File: src/rtl/commit_stage_if.sv
// commit_stage_if: bundle between the ROB head / memory side and commit_stage.
//
// Handshakes:
//   ROB head: the head is offered when head_entry.valid && head_ready.
//     It is consumed on a cycle where retire=1, and the ROB advances on that edge.
//   Store:    store_req stays high until a cycle with store_gnt=1.
//     That cycle completes the single outstanding write.
//     store_gnt is meaningless while store_req=0.
//
// Signals (direction as seen by commit_stage, modport slave):
//   in : head_entry, head_ready, head_tag, store_gnt
//   out: retire, rf_wr_en/idx/data, mt_clear_en/reg/tag, store_req,
//        store_addr, store_data, store_tag, store_timeout, busy, state_dbg
//   out (COMMIT_STATS_EN only): commit_count, store_count, stall_cycles
// Optional macro: COMMIT_STATS_EN.

`ifndef XLEN
`define XLEN 32
`endif
`ifndef ROB_TAG_LEN
`define ROB_TAG_LEN 4
`endif
`ifndef ZERO_REG
`define ZERO_REG 5'd0
`endif

interface commit_stage_if;
  typedef struct packed {
    logic              valid;
    logic              wr_mem;
    logic [4:0]        dest_reg;
    logic [`XLEN-1:0]  dest_addr;
    logic [`XLEN-1:0]  value;
  } rob_entry_t;

  rob_entry_t              head_entry;
  logic                    head_ready;
  logic [`ROB_TAG_LEN-1:0] head_tag;
  logic                    store_gnt;

  logic                    retire;
  logic                    rf_wr_en;
  logic [4:0]              rf_wr_idx;
  logic [`XLEN-1:0]        rf_wr_data;
  logic                    mt_clear_en;
  logic [4:0]              mt_clear_reg;
  logic [`ROB_TAG_LEN-1:0] mt_clear_tag;
  logic                    store_req;
  logic [`XLEN-1:0]        store_addr;
  logic [`XLEN-1:0]        store_data;
  logic [`ROB_TAG_LEN-1:0] store_tag;
  logic                    store_timeout;
  logic                    busy;
  logic                    state_dbg;
`ifdef COMMIT_STATS_EN
  logic [31:0]             commit_count;
  logic [31:0]             store_count;
  logic [31:0]             stall_cycles;
`endif

  modport slave (
    input  head_entry, head_ready, head_tag, store_gnt,
    output retire, rf_wr_en, rf_wr_idx, rf_wr_data,
           mt_clear_en, mt_clear_reg, mt_clear_tag,
           store_req, store_addr, store_data, store_tag,
           store_timeout, busy, state_dbg
`ifdef COMMIT_STATS_EN
           , commit_count, store_count, stall_cycles
`endif
  );

  modport master (
    output head_entry, head_ready, head_tag, store_gnt,
    input  retire, rf_wr_en, rf_wr_idx, rf_wr_data,
           mt_clear_en, mt_clear_reg, mt_clear_tag,
           store_req, store_addr, store_data, store_tag,
           store_timeout, busy, state_dbg
`ifdef COMMIT_STATS_EN
           , commit_count, store_count, stall_cycles
`endif
  );
endinterface

File: src/rtl/commit_stage.sv
// commit_stage: in-order retirement downstream of the reorder buffer.
//
// Register instructions retire in the cycle they are offered. They write the RF
// and clear the map-table entry; writes to the zero register are suppressed.
// Stores latch addr/data/tag into ST_WAIT and hold store_req until granted.
// They retire in the grant cycle.
//
// Ports:
//   clock, reset : system clock, synchronous active-high reset
//   bus          : commit_stage_if.slave (ROB head, RF/map-table writes,
//                  store handshake, status; see the interface header)
// Parameters:
//   STORE_TIMEOUT : grant-wait cycles before the sticky store_timeout flag sets
//   CNT_W         : wait counter width, 2**CNT_W > STORE_TIMEOUT
// Optional macro: COMMIT_STATS_EN adds commit_count, store_count, stall_cycles.

`ifndef XLEN
`define XLEN 32
`endif
`ifndef ROB_TAG_LEN
`define ROB_TAG_LEN 4
`endif
`ifndef ZERO_REG
`define ZERO_REG 5'd0
`endif

module commit_stage #(
  parameter int STORE_TIMEOUT = 255,
  parameter int CNT_W         = 8
) (
  input logic           clock,
  input logic           reset,
  commit_stage_if.slave bus
);
  typedef enum logic {IDLE = 1'b0, ST_WAIT = 1'b1} state_t;

  state_t                  state_q, state_d;
  logic [`XLEN-1:0]        addr_q, addr_d;
  logic [`XLEN-1:0]        data_q, data_d;
  logic [`ROB_TAG_LEN-1:0] tag_q, tag_d;
  logic [CNT_W-1:0]        cnt_q, cnt_d;
  logic                    timeout_q, timeout_d;

  logic commit_ok, reg_commit, store_done, writes_reg;

  assign commit_ok = bus.head_entry.valid && bus.head_ready;

  // Gate with reset so nothing retires or writes during the reset cycle.
  assign reg_commit = !reset && (state_q == IDLE) && commit_ok && !bus.head_entry.wr_mem;
  assign store_done = !reset && (state_q == ST_WAIT) && bus.store_gnt;
  assign writes_reg = reg_commit && (bus.head_entry.dest_reg != `ZERO_REG);

  assign bus.retire        = reg_commit || store_done;
  assign bus.rf_wr_en      = writes_reg;
  assign bus.rf_wr_idx     = bus.head_entry.dest_reg;
  assign bus.rf_wr_data    = bus.head_entry.value;
  assign bus.mt_clear_en   = writes_reg;
  assign bus.mt_clear_reg  = bus.head_entry.dest_reg;
  assign bus.mt_clear_tag  = bus.head_tag;
  assign bus.store_req     = (state_q == ST_WAIT);
  assign bus.busy          = (state_q == ST_WAIT);
  assign bus.state_dbg     = state_q;
  assign bus.store_addr    = addr_q;
  assign bus.store_data    = data_q;
  assign bus.store_tag     = tag_q;
  assign bus.store_timeout = timeout_q;

  always_comb begin
    state_d   = state_q;
    addr_d    = addr_q;
    data_d    = data_q;
    tag_d     = tag_q;
    cnt_d     = cnt_q;
    timeout_d = timeout_q;
    case (state_q)
      IDLE: begin
        // A grant here has no outstanding request and is ignored.
        if (commit_ok && bus.head_entry.wr_mem) begin
          addr_d  = bus.head_entry.dest_addr;
          data_d  = bus.head_entry.value;
          tag_d   = bus.head_tag;
          cnt_d   = '0;
          state_d = ST_WAIT;
        end
      end
      ST_WAIT: begin
        if (bus.store_gnt) begin
          state_d = IDLE;
        end else begin
          if (cnt_q != {CNT_W{1'b1}}) cnt_d = cnt_q + 1'b1;
          // Set on the same edge the counter reaches the limit.
          if (cnt_d >= CNT_W'(STORE_TIMEOUT)) timeout_d = 1'b1;
        end
      end
      default: state_d = IDLE;
    endcase
  end

  always_ff @(posedge clock) begin
    if (reset) begin
      state_q   <= IDLE;
      addr_q    <= '0;
      data_q    <= '0;
      tag_q     <= '0;
      cnt_q     <= '0;
      timeout_q <= 1'b0;
    end else begin
      state_q   <= state_d;
      addr_q    <= addr_d;
      data_q    <= data_d;
      tag_q     <= tag_d;
      cnt_q     <= cnt_d;
      timeout_q <= timeout_d;
    end
  end

`ifdef COMMIT_STATS_EN
  logic [31:0] commit_cnt_q, store_cnt_q, stall_cnt_q;

  assign bus.commit_count = commit_cnt_q;
  assign bus.store_count  = store_cnt_q;
  assign bus.stall_cycles = stall_cnt_q;

  always_ff @(posedge clock) begin
    if (reset) begin
      commit_cnt_q <= '0;
      store_cnt_q  <= '0;
      stall_cnt_q  <= '0;
    end else begin
      if (bus.retire) commit_cnt_q <= commit_cnt_q + 32'd1;
      if (store_done) store_cnt_q  <= store_cnt_q + 32'd1;
      if ((state_q == ST_WAIT) && !bus.store_gnt) stall_cnt_q <= stall_cnt_q + 32'd1;
    end
  end
`endif
endmodule

File: src/flat_wrapper.sv
// flat-port wrapper written by rule: the top's interface ports become plain ports
module commit_stage_flat 
#(
  parameter int STORE_TIMEOUT = 255,
  parameter int CNT_W         = 8
)
  (clock, reset, bus_head_entry, bus_head_ready, bus_head_tag, bus_store_gnt, bus_retire, bus_rf_wr_en, bus_rf_wr_idx, bus_rf_wr_data, bus_mt_clear_en, bus_mt_clear_reg, bus_mt_clear_tag, bus_store_req, bus_store_addr, bus_store_data, bus_store_tag, bus_store_timeout, bus_busy, bus_state_dbg);
  commit_stage_if bus_i ();
  input logic clock;
  input logic reset;
  input wire logic [$bits(bus_i.head_entry)-1:0] bus_head_entry;
  input wire logic [$bits(bus_i.head_ready)-1:0] bus_head_ready;
  input wire logic [$bits(bus_i.head_tag)-1:0] bus_head_tag;
  input wire logic [$bits(bus_i.store_gnt)-1:0] bus_store_gnt;
  output wire logic [$bits(bus_i.retire)-1:0] bus_retire;
  output wire logic [$bits(bus_i.rf_wr_en)-1:0] bus_rf_wr_en;
  output wire logic [$bits(bus_i.rf_wr_idx)-1:0] bus_rf_wr_idx;
  output wire logic [$bits(bus_i.rf_wr_data)-1:0] bus_rf_wr_data;
  output wire logic [$bits(bus_i.mt_clear_en)-1:0] bus_mt_clear_en;
  output wire logic [$bits(bus_i.mt_clear_reg)-1:0] bus_mt_clear_reg;
  output wire logic [$bits(bus_i.mt_clear_tag)-1:0] bus_mt_clear_tag;
  output wire logic [$bits(bus_i.store_req)-1:0] bus_store_req;
  output wire logic [$bits(bus_i.store_addr)-1:0] bus_store_addr;
  output wire logic [$bits(bus_i.store_data)-1:0] bus_store_data;
  output wire logic [$bits(bus_i.store_tag)-1:0] bus_store_tag;
  output wire logic [$bits(bus_i.store_timeout)-1:0] bus_store_timeout;
  output wire logic [$bits(bus_i.busy)-1:0] bus_busy;
  output wire logic [$bits(bus_i.state_dbg)-1:0] bus_state_dbg;
  assign bus_i.head_entry = bus_head_entry;
  assign bus_i.head_ready = bus_head_ready;
  assign bus_i.head_tag = bus_head_tag;
  assign bus_i.store_gnt = bus_store_gnt;
  assign bus_retire = bus_i.retire;
  assign bus_rf_wr_en = bus_i.rf_wr_en;
  assign bus_rf_wr_idx = bus_i.rf_wr_idx;
  assign bus_rf_wr_data = bus_i.rf_wr_data;
  assign bus_mt_clear_en = bus_i.mt_clear_en;
  assign bus_mt_clear_reg = bus_i.mt_clear_reg;
  assign bus_mt_clear_tag = bus_i.mt_clear_tag;
  assign bus_store_req = bus_i.store_req;
  assign bus_store_addr = bus_i.store_addr;
  assign bus_store_data = bus_i.store_data;
  assign bus_store_tag = bus_i.store_tag;
  assign bus_store_timeout = bus_i.store_timeout;
  assign bus_busy = bus_i.busy;
  assign bus_state_dbg = bus_i.state_dbg;
  commit_stage #(.STORE_TIMEOUT(STORE_TIMEOUT), .CNT_W(CNT_W)) u_core (.clock(clock), .reset(reset), .bus(bus_i));
endmodule
File: config.mk
export PLATFORM = sky130hd
export DESIGN_NAME = commit_stage_flat
export DESIGN_NICKNAME = d
export VERILOG_FILES = /design/src/rtl/commit_stage_if.sv /design/src/rtl/commit_stage.sv /design/src/flat_wrapper.sv
export SDC_FILE = /design/constraint.sdc
export NUM_CORES = 1
export LEC_CHECK = 0
export BUFFER_PORTS_ARGS = -buffer_cell sky130_fd_sc_hd__buf_4
export CAP_MARGIN = 30
export CORE_MARGIN = 2
export CORE_UTILIZATION = 43
export DETAILED_ROUTE_END_ITERATION = 7
export PLACE_DENSITY = 0.85
export RECOVER_POWER = 100
export SKIP_CTS_REPAIR_TIMING = 1
export SYNTH_ARGS = -nofsm -noshare
export SYNTH_HDL_FRONTEND = slang
export SYNTH_SLANG_ARGS = --single-unit
File: constraint.sdc
create_clock -name clock -period 2 [get_ports clock]
set_clock_uncertainty 0.1 [all_clocks]
set_input_delay 0.2 -clock clock [delete_from_list [all_inputs] [get_ports clock]]
set_output_delay 0.2 -clock clock [all_outputs]
set_load 0.01 [all_outputs]
==> metrics.yaml, run 1 <==
sta:
  holdWs_ns: -0.000980
  period_share: 0.961
  setup_viol_count_final: 0
  hold_viol_final: 1
  fmax_mhz: 520
  finalCriticalPeriod_ns: 1.92
  fin_ws_ns: 0.0775
  worst_pin_slew_ns: 0.785
  slew_viol_final: 0
  slew_headroom: 0.477
power_and_ir_drop:
  finalPower_mw: 3.13
  power_density_nw_per_um2: 704
  p_leak_nw: 1.65
  irDropWorstVdd_v: 0.000483
clock_tree:
  path_clk_slew_ns: 0.09
  cts_tree: "yes"
  cts_root_buf: "clkbuf_8"
  clockBufferDepth: 2
  cts_sinks: 78
  htree_levels: 3
  clkLatencyLatePin_ns: 0.34
  cts_buffers: 9
layout:
  finalNonFillerCells: 691
  drive_gt1_frac: 0.192
  syn2layout_area_growth_pct: 34.3
  finish.utilization: 0.585
  fillers: 799
  finalNetCount: 664
  stdcell_area_um2: 4450
  n_antenna_cell: 0
drt:
  drc_errors: 0
  routed_wl_um: 9170
  antenna_left: 0
  vias_per_cell: 4.89
  detail_route.wl_per_cell_um: 13.3
  drt-pass1-iter-count: 4
  vias: 3382
  drt_iter0_markers: 141
critical_path:
  worstPathCellList: "or4_1 -> a21oi_2 -> buf_4"
  critPathSlowestCell: "or4_1"
  critPathArrivalTime_ns: 1.62
  cp-end-kind: "output pin"
  criticalPathCategory: "reg2out"
  slowest_delay_ns: 0.57
  regToRegStartpoint: "u_core.bus.busy"
  critPathMaxFanout: 10
  regToRegSetupSlack_ns: 0.16
  reg2reg_depth: 5
  cp.required_ns: 1.70
  worst_r2r_endpoint: "u_core.cnt_q[7]"
  cp-start-kind: "flip-flop"
floorplanning:
  die_h_um: 91.8
  rows: 32
  die_w_um: 91.8
  dieArea_um2: 8420
  design.core.area_um2: 7610
  initial_core_util: 0.435
  io_pins: 200
placement:
  dp_slack_ns: 0.121
  place_inst: 658
  dp.final_hpwl_um: 6270
  dpl-instance-area_um2: 4540
  io_buffers: 199
  place.gp.congestion: 0.960
grt:
  grtUsageTotal: 0.196
  grt_pass1_wl_um: 13600
  grt_pass1_vias: 3070
  grt_max_degree: 70
  gr-total-overflow: 0
  grt_antenna_before_repair: 0
synth:
  synth_xor_area_frac: 0
  synth_nets: 504
  synth_fa_ha_area_frac: 0.00378
  seq_area_frac_synth: 0.471
  yosys.area.top_type: "dfxtp_1"
  synth_compound_area_frac: 0.146
  yosysMostFrequentCell: "nand2_1"
  synth-seq-cells: 78
  synthDistinctLibCells: 41
  synthMuxAreaShare: 0.00302
  avgSynthCellArea_um2: 7.81
  synth-main-ff-cell: "dfxtp_1"
  yosys_warnings: 0
  synth_edf_count: 0
  synth_commonest_cells: "nand2_1 (143), dfxtp_1 (78), a21oi_1 (77)"
  synth_area_leaders: "dfxtp_1 (47%), nand2_1 (16%), a21oi_1 (12%), buf_4 (11%), clkbuf_1 (2.0%)"
  postSynthCellCount: 424
  yosys.area_share.simple: 0.229
  async_flop_share: 0
  synth_top_family_by_area: "simple AND/OR/NAND/NOR gates"
  synth.top_cell.area_share: 0.471
  syn-cell-area_um2: 3310
min_path:
  hold_end: "u_core.bus.store_addr[8]"
  hold_depth: 3
  hold_path.startpoint: "bus_head_entry[40]"
  hp-class: "in2reg"
status:
  status: "finished, violations left"
  violations: "hold timing"
run:
  cap_violations: 0
-- cell usage in the layout, fill, tap and decap left out, types with 3 or more instances in the layout --
| cell | synthesis | layout |
|---|---|---|
| clkinvlp_4 | 0 | 3 |
| buf_4 | 50 | 85 |
| a21oi_1 | 77 | 76 |
| clkbuf_1 | 18 | 116 |
| nand2_1 | 143 | 143 |
| inv_6 | 0 | 3 |
| nor2_1 | 10 | 10 |
| a211oi_1 | 3 | 3 |
| clkbuf_8 | 0 | 9 |
| nand2b_1 | 3 | 3 |
| dlygate4sd3_1 | 0 | 17 |
| clkbuf_4 | 0 | 4 |
| dfxtp_1 | 78 | 77 |
-- per-layer routing --
| layer | part of all wire | GRT usage | vias to the layer above |
|---|---|---|---|
| li1 | - | - | 1665 |
| met1 | 0.39 | 0.211 | 1530 |
| met2 | 0.51 | 0.364 | 169 |
| met3 | 0.083 | 0.0575 | 18 |
| met4 | 0.021 | 0.0684 | 0 |
| met5 | 0 | 0 | - |
-- cell type report --
cell class,count,area (µm²),share of cell area
sequential,78,1560,0.351
inverter,2,7.51,0.00169
clock inverter,7,57.6,0.0129
tap,102,128,0.0287
multi-input combinational,270,1270,0.286
clock buffer,9,124,0.0279
timing repair buffer,223,1290,0.291
-- worst max-delay path by stage --
stage | slack (ns) | from | cells past startpoint | to
after floorplan | 0.32 | u_core.cnt_q[0] | 6 | u_core.bus.store_timeout
after global placement | 0.21 | u_core.cnt_q[0] | 6 | u_core.bus.store_timeout
after detailed placement | 0.12 | u_core.cnt_q[0] | 6 | u_core.bus.store_timeout
after CTS | -0.01 | u_core.bus.busy | 3 | bus_rf_wr_en
after global routing | -0.006 | u_core.bus.busy | 3 | bus_rf_wr_en
final | 0.08 | u_core.bus.busy | 3 | bus_rf_wr_en
-- kinds of logic (layout without fill, tap and decap cells) --
| kind of cell | Yosys count | after routing |
|---|---|---|
| AOI/OAI and AO/OA | 90 | 90 |
| adders and majority gates | 1 | 1 |
| buffers and inverters | 76 | 241 |
| DFF | 78 | 78 |
| muxes | 1 | 1 |
| and+or+nand+nor | 178 | 178 |
-- registers in the layout (all words and copies together), names as in the netlist --
| name | flops |
|---|---|
| u_core.bus.store_timeout | 1 |
| u_core.bus.store_data | 32 |
| u_core.cnt_q | 8 |
| u_core.bus.busy | 1 |
| u_core.bus.store_tag | 4 |
| u_core.bus.store_addr | 32 |
-- stage by stage --
step	hold WS (ns)	TNS, ns
after floorplan	0.236	0
after global placement	0.342	0
after detailed placement	0.347	0
after CTS	-0.0196	-0.0206
after global routing	-0.000415	-0.00877
final	-0.000980	0
-- power by group --
part           switching, mW  total [mW]  internal, mW
sequential            0.0251        1.62          1.60
combinational          0.224       0.428         0.204
clock                  0.614        1.08         0.465
total                  0.862        3.13          2.27
-- critical path: cells and delay by family (launching register included) --
family                 cells  cell delay, ns
flip-flops                 1            0.41
buffers and inverters      1            0.14
AO/OA/AOI/OAI              1            0.16
AND/OR/NAND/NOR            1            0.57
No activity file was read; power rests on OpenSTA's default activity.
==> run 2, diff against run 1 <==
--- a/config.mk
+++ b/config.mk
@@ -5,12 +5,13 @@
 export SDC_FILE = /design/constraint.sdc
 export NUM_CORES = 1
 export LEC_CHECK = 0
+export ABC_AREA = 1
 export BUFFER_PORTS_ARGS = -buffer_cell sky130_fd_sc_hd__buf_4
 export CAP_MARGIN = 30
 export CORE_MARGIN = 2
 export CORE_UTILIZATION = 43
 export DETAILED_ROUTE_END_ITERATION = 7
-export PLACE_DENSITY = 0.85
+export PLACE_DENSITY = 0.84
 export RECOVER_POWER = 100
 export SKIP_CTS_REPAIR_TIMING = 1
 export SYNTH_ARGS = -nofsm -noshare
==> metrics.yaml, run 2 <==
status:
  status: "completed"
drt:
  antenna_left: 0
  detail_route.wl_per_cell_um: 12.9
  drt-pass1-iter-count: 5
  vias: 3333
  routed_wl_um: 9100
  vias_per_cell: 4.71
  drt_iter0_markers: 175
  drc_errors: 0
floorplanning:
  io_pins: 200
  rows: 32
  dieArea_um2: 8510
  die_w_um: 92.3
  design.core.area_um2: 7650
  die_h_um: 92.3
  initial_core_util: 0.438
synth:
  synth_top_family_by_area: "simple AND/OR/NAND/NOR gates"
  yosysMostFrequentCell: "nand2_1"
  seq_area_frac_synth: 0.466
  synth_fa_ha_area_frac: 0.00373
  async_flop_share: 0
  avgSynthCellArea_um2: 7.45
  syn-cell-area_um2: 3350
  synth-seq-cells: 78
  yosys_warnings: 0
  yosys.area_share.simple: 0.248
  synth_xor_area_frac: 0.00261
  synth-main-ff-cell: "dfxtp_1"
  postSynthCellCount: 450
  synth_nets: 530
  synthDistinctLibCells: 23
  yosys.area.top_type: "dfxtp_1"
  synth_commonest_cells: "nand2_1 (179), dfxtp_1 (78), a21oi_1 (77)"
  synthMuxAreaShare: 0
  synth_area_leaders: "dfxtp_1 (47%), nand2_1 (20%), buf_4 (12%), a21oi_1 (12%), clkbuf_1 (1.5%)"
  synth_edf_count: 0
  synth_compound_area_frac: 0.125
  synth.top_cell.area_share: 0.466
clock_tree:
  cts_root_buf: "clkbuf_8"
  cts_sinks: 78
  path_clk_slew_ns: 0.08
  htree_levels: 3
  cts_tree: "yes"
  clockBufferDepth: 2
  cts_buffers: 9
  clkLatencyLatePin_ns: 0.34
sta:
  slew_viol_final: 0
  fmax_mhz: 578
  worst_pin_slew_ns: 0.380
  tns_ns: 0
  hold_viol_final: 0
  period_share: 0.865
  slew_headroom: 0.747
  finalCriticalPeriod_ns: 1.73
  grt_setup_unrepaired: "false"
  setup_viol_count_final: 0
power_and_ir_drop:
  irDropWorstVdd_v: 0.000392
  p_leak_nw: 1.66
  power_density_nw_per_um2: 711
  finalPower_mw: 3.08
grt:
  met1_usage: 0.215
  grt_pass1_wl_um: 14000
  grt_max_degree: 69
  gr-total-overflow: 0
  grt.busiest_layer: "met2"
  met3_usage: 0.0649
  grtUsageTotal: 0.204
  grt_pass1_vias: 3163
  grt_antenna_before_repair: 0
  grt.met2_usage: 0.379
critical_path:
  cp-end-kind: "flip-flop"
  cp_num_buf_inv: 0
  critPathMaxFanout: 8
  slowest_delay_ns: 0.40
  worstPathCellList: "ha_1 -> nand2_1 -> nor2_1 -> nand2_4 -> nand2_1 -> nand2_1 -> nor2_1 -> nand3_1 -> a21oi_2"
  criticalPathCategory: "reg2reg"
  cp.required_ns: 2.18
  critPathSlowestCell: "dfxtp_1"
  cp-start-kind: "flip-flop"
  crit_family: "simple AND/OR/NAND/NOR gates"
  crit_top_cell: "nand2_1"
  critPathArrivalTime_ns: 1.91
min_path:
  hp-class: "in2reg"
layout:
  finalNetCount: 681
  final_common_cell: "nand2_1"
  drive_gt1_frac: 0.177
  mostFrequentLayoutCells: "nand2_1 (179), clkbuf_1 (121), buf_4 (82), dfxtp_1 (78), a21oi_1 (77)"
  finish.utilization: 0.566
  n_antenna_cell: 0
  syn2layout_area_growth_pct: 29.1
run:
  cap_violations: 0
placement:
  place.gp.congestion: 0.940
  dp.final_hpwl_um: 6640
  io_buffers: 199
## run 2: report_power, final
| group | internal, mW | total [mW] | switching (mW) |
|---|---|---|---|
| Combinational | 0.185 | 0.404 | 0.220 |
| Sequential | 1.60 | 1.62 | 0.0241 |
| Clock | 0.477 | 1.05 | 0.575 |
| Total | 2.26 | 3.08 | 0.819 |
## run 2: path summary, 6_finish.rpt
kind | depth (start not counted) | start | slack [ns] | end
max | 9 | u_core.cnt_q[1] | 0.27 | u_core.bus.store_timeout
min | 3 | bus_head_entry[50] | 0.004 | u_core.bus.store_addr[18]
max reg2reg | 9 | u_core.cnt_q[1] | 0.27 | u_core.bus.store_timeout
min reg2reg | 2 | u_core.bus.store_addr[10] | 0.37 | u_core.bus.store_addr[10]
## run 2: kinds of logic (layout without fill, tap and decap cells)
group | Yosys count | after routing
AO/OA/AOI/OAI | 82 | 82
XOR/XNOR | 1 | 1
adder cells (fa/ha/maj) | 1 | 1
buffers and inverters | 83 | 239
flip-flops | 78 | 78
AND/OR/NAND/NOR | 205 | 205
## run 2: worst reg2reg max path, stage by stage (launching register included)
cell	delay [ns]
dfxtp_1	0.40
ha_1	0.25
nand2_1	0.08
nor2_1	0.24
nand2_4	0.12
nand2_1	0.10
nand2_1	0.07
nor2_1	0.11
nand3_1	0.10
a21oi_2	0.11
## run 2: through the flow
stage	instances	setup slack [ns]	area, µm²	hold WS [ns]
finish	708	0.271	4330	0.00404
global route	708	0.145	4330	-0.00489
CTS	700	0.385	4720	-0.0146
detailed placement	684	0.420	4550	0.356
global placement	684	0.492	4550	0.351
floorplan	450	0.546	3350	0.243
## run 2: layout make-up
class / instances / area [µm²]
clock buffer: 10 / 138
clock inverter: 6 / 37.5
fill: 825 / 3320
inverter: 11 / 41.3
multi-input combinational: 289 / 1250
sequential: 78 / 1560
tap: 102 / 128
timing repair buffer: 212 / 1170
## run 2: per-layer routing
| metal | share of wire | vias to the layer above |
|---|---|---|
| li1 | - | 1677 |
| met1 | 0.38 | 1501 |
| met2 | 0.53 | 143 |
| met3 | 0.078 | 12 |
| met4 | 0.013 | 0 |
| met5 | 0 | - |
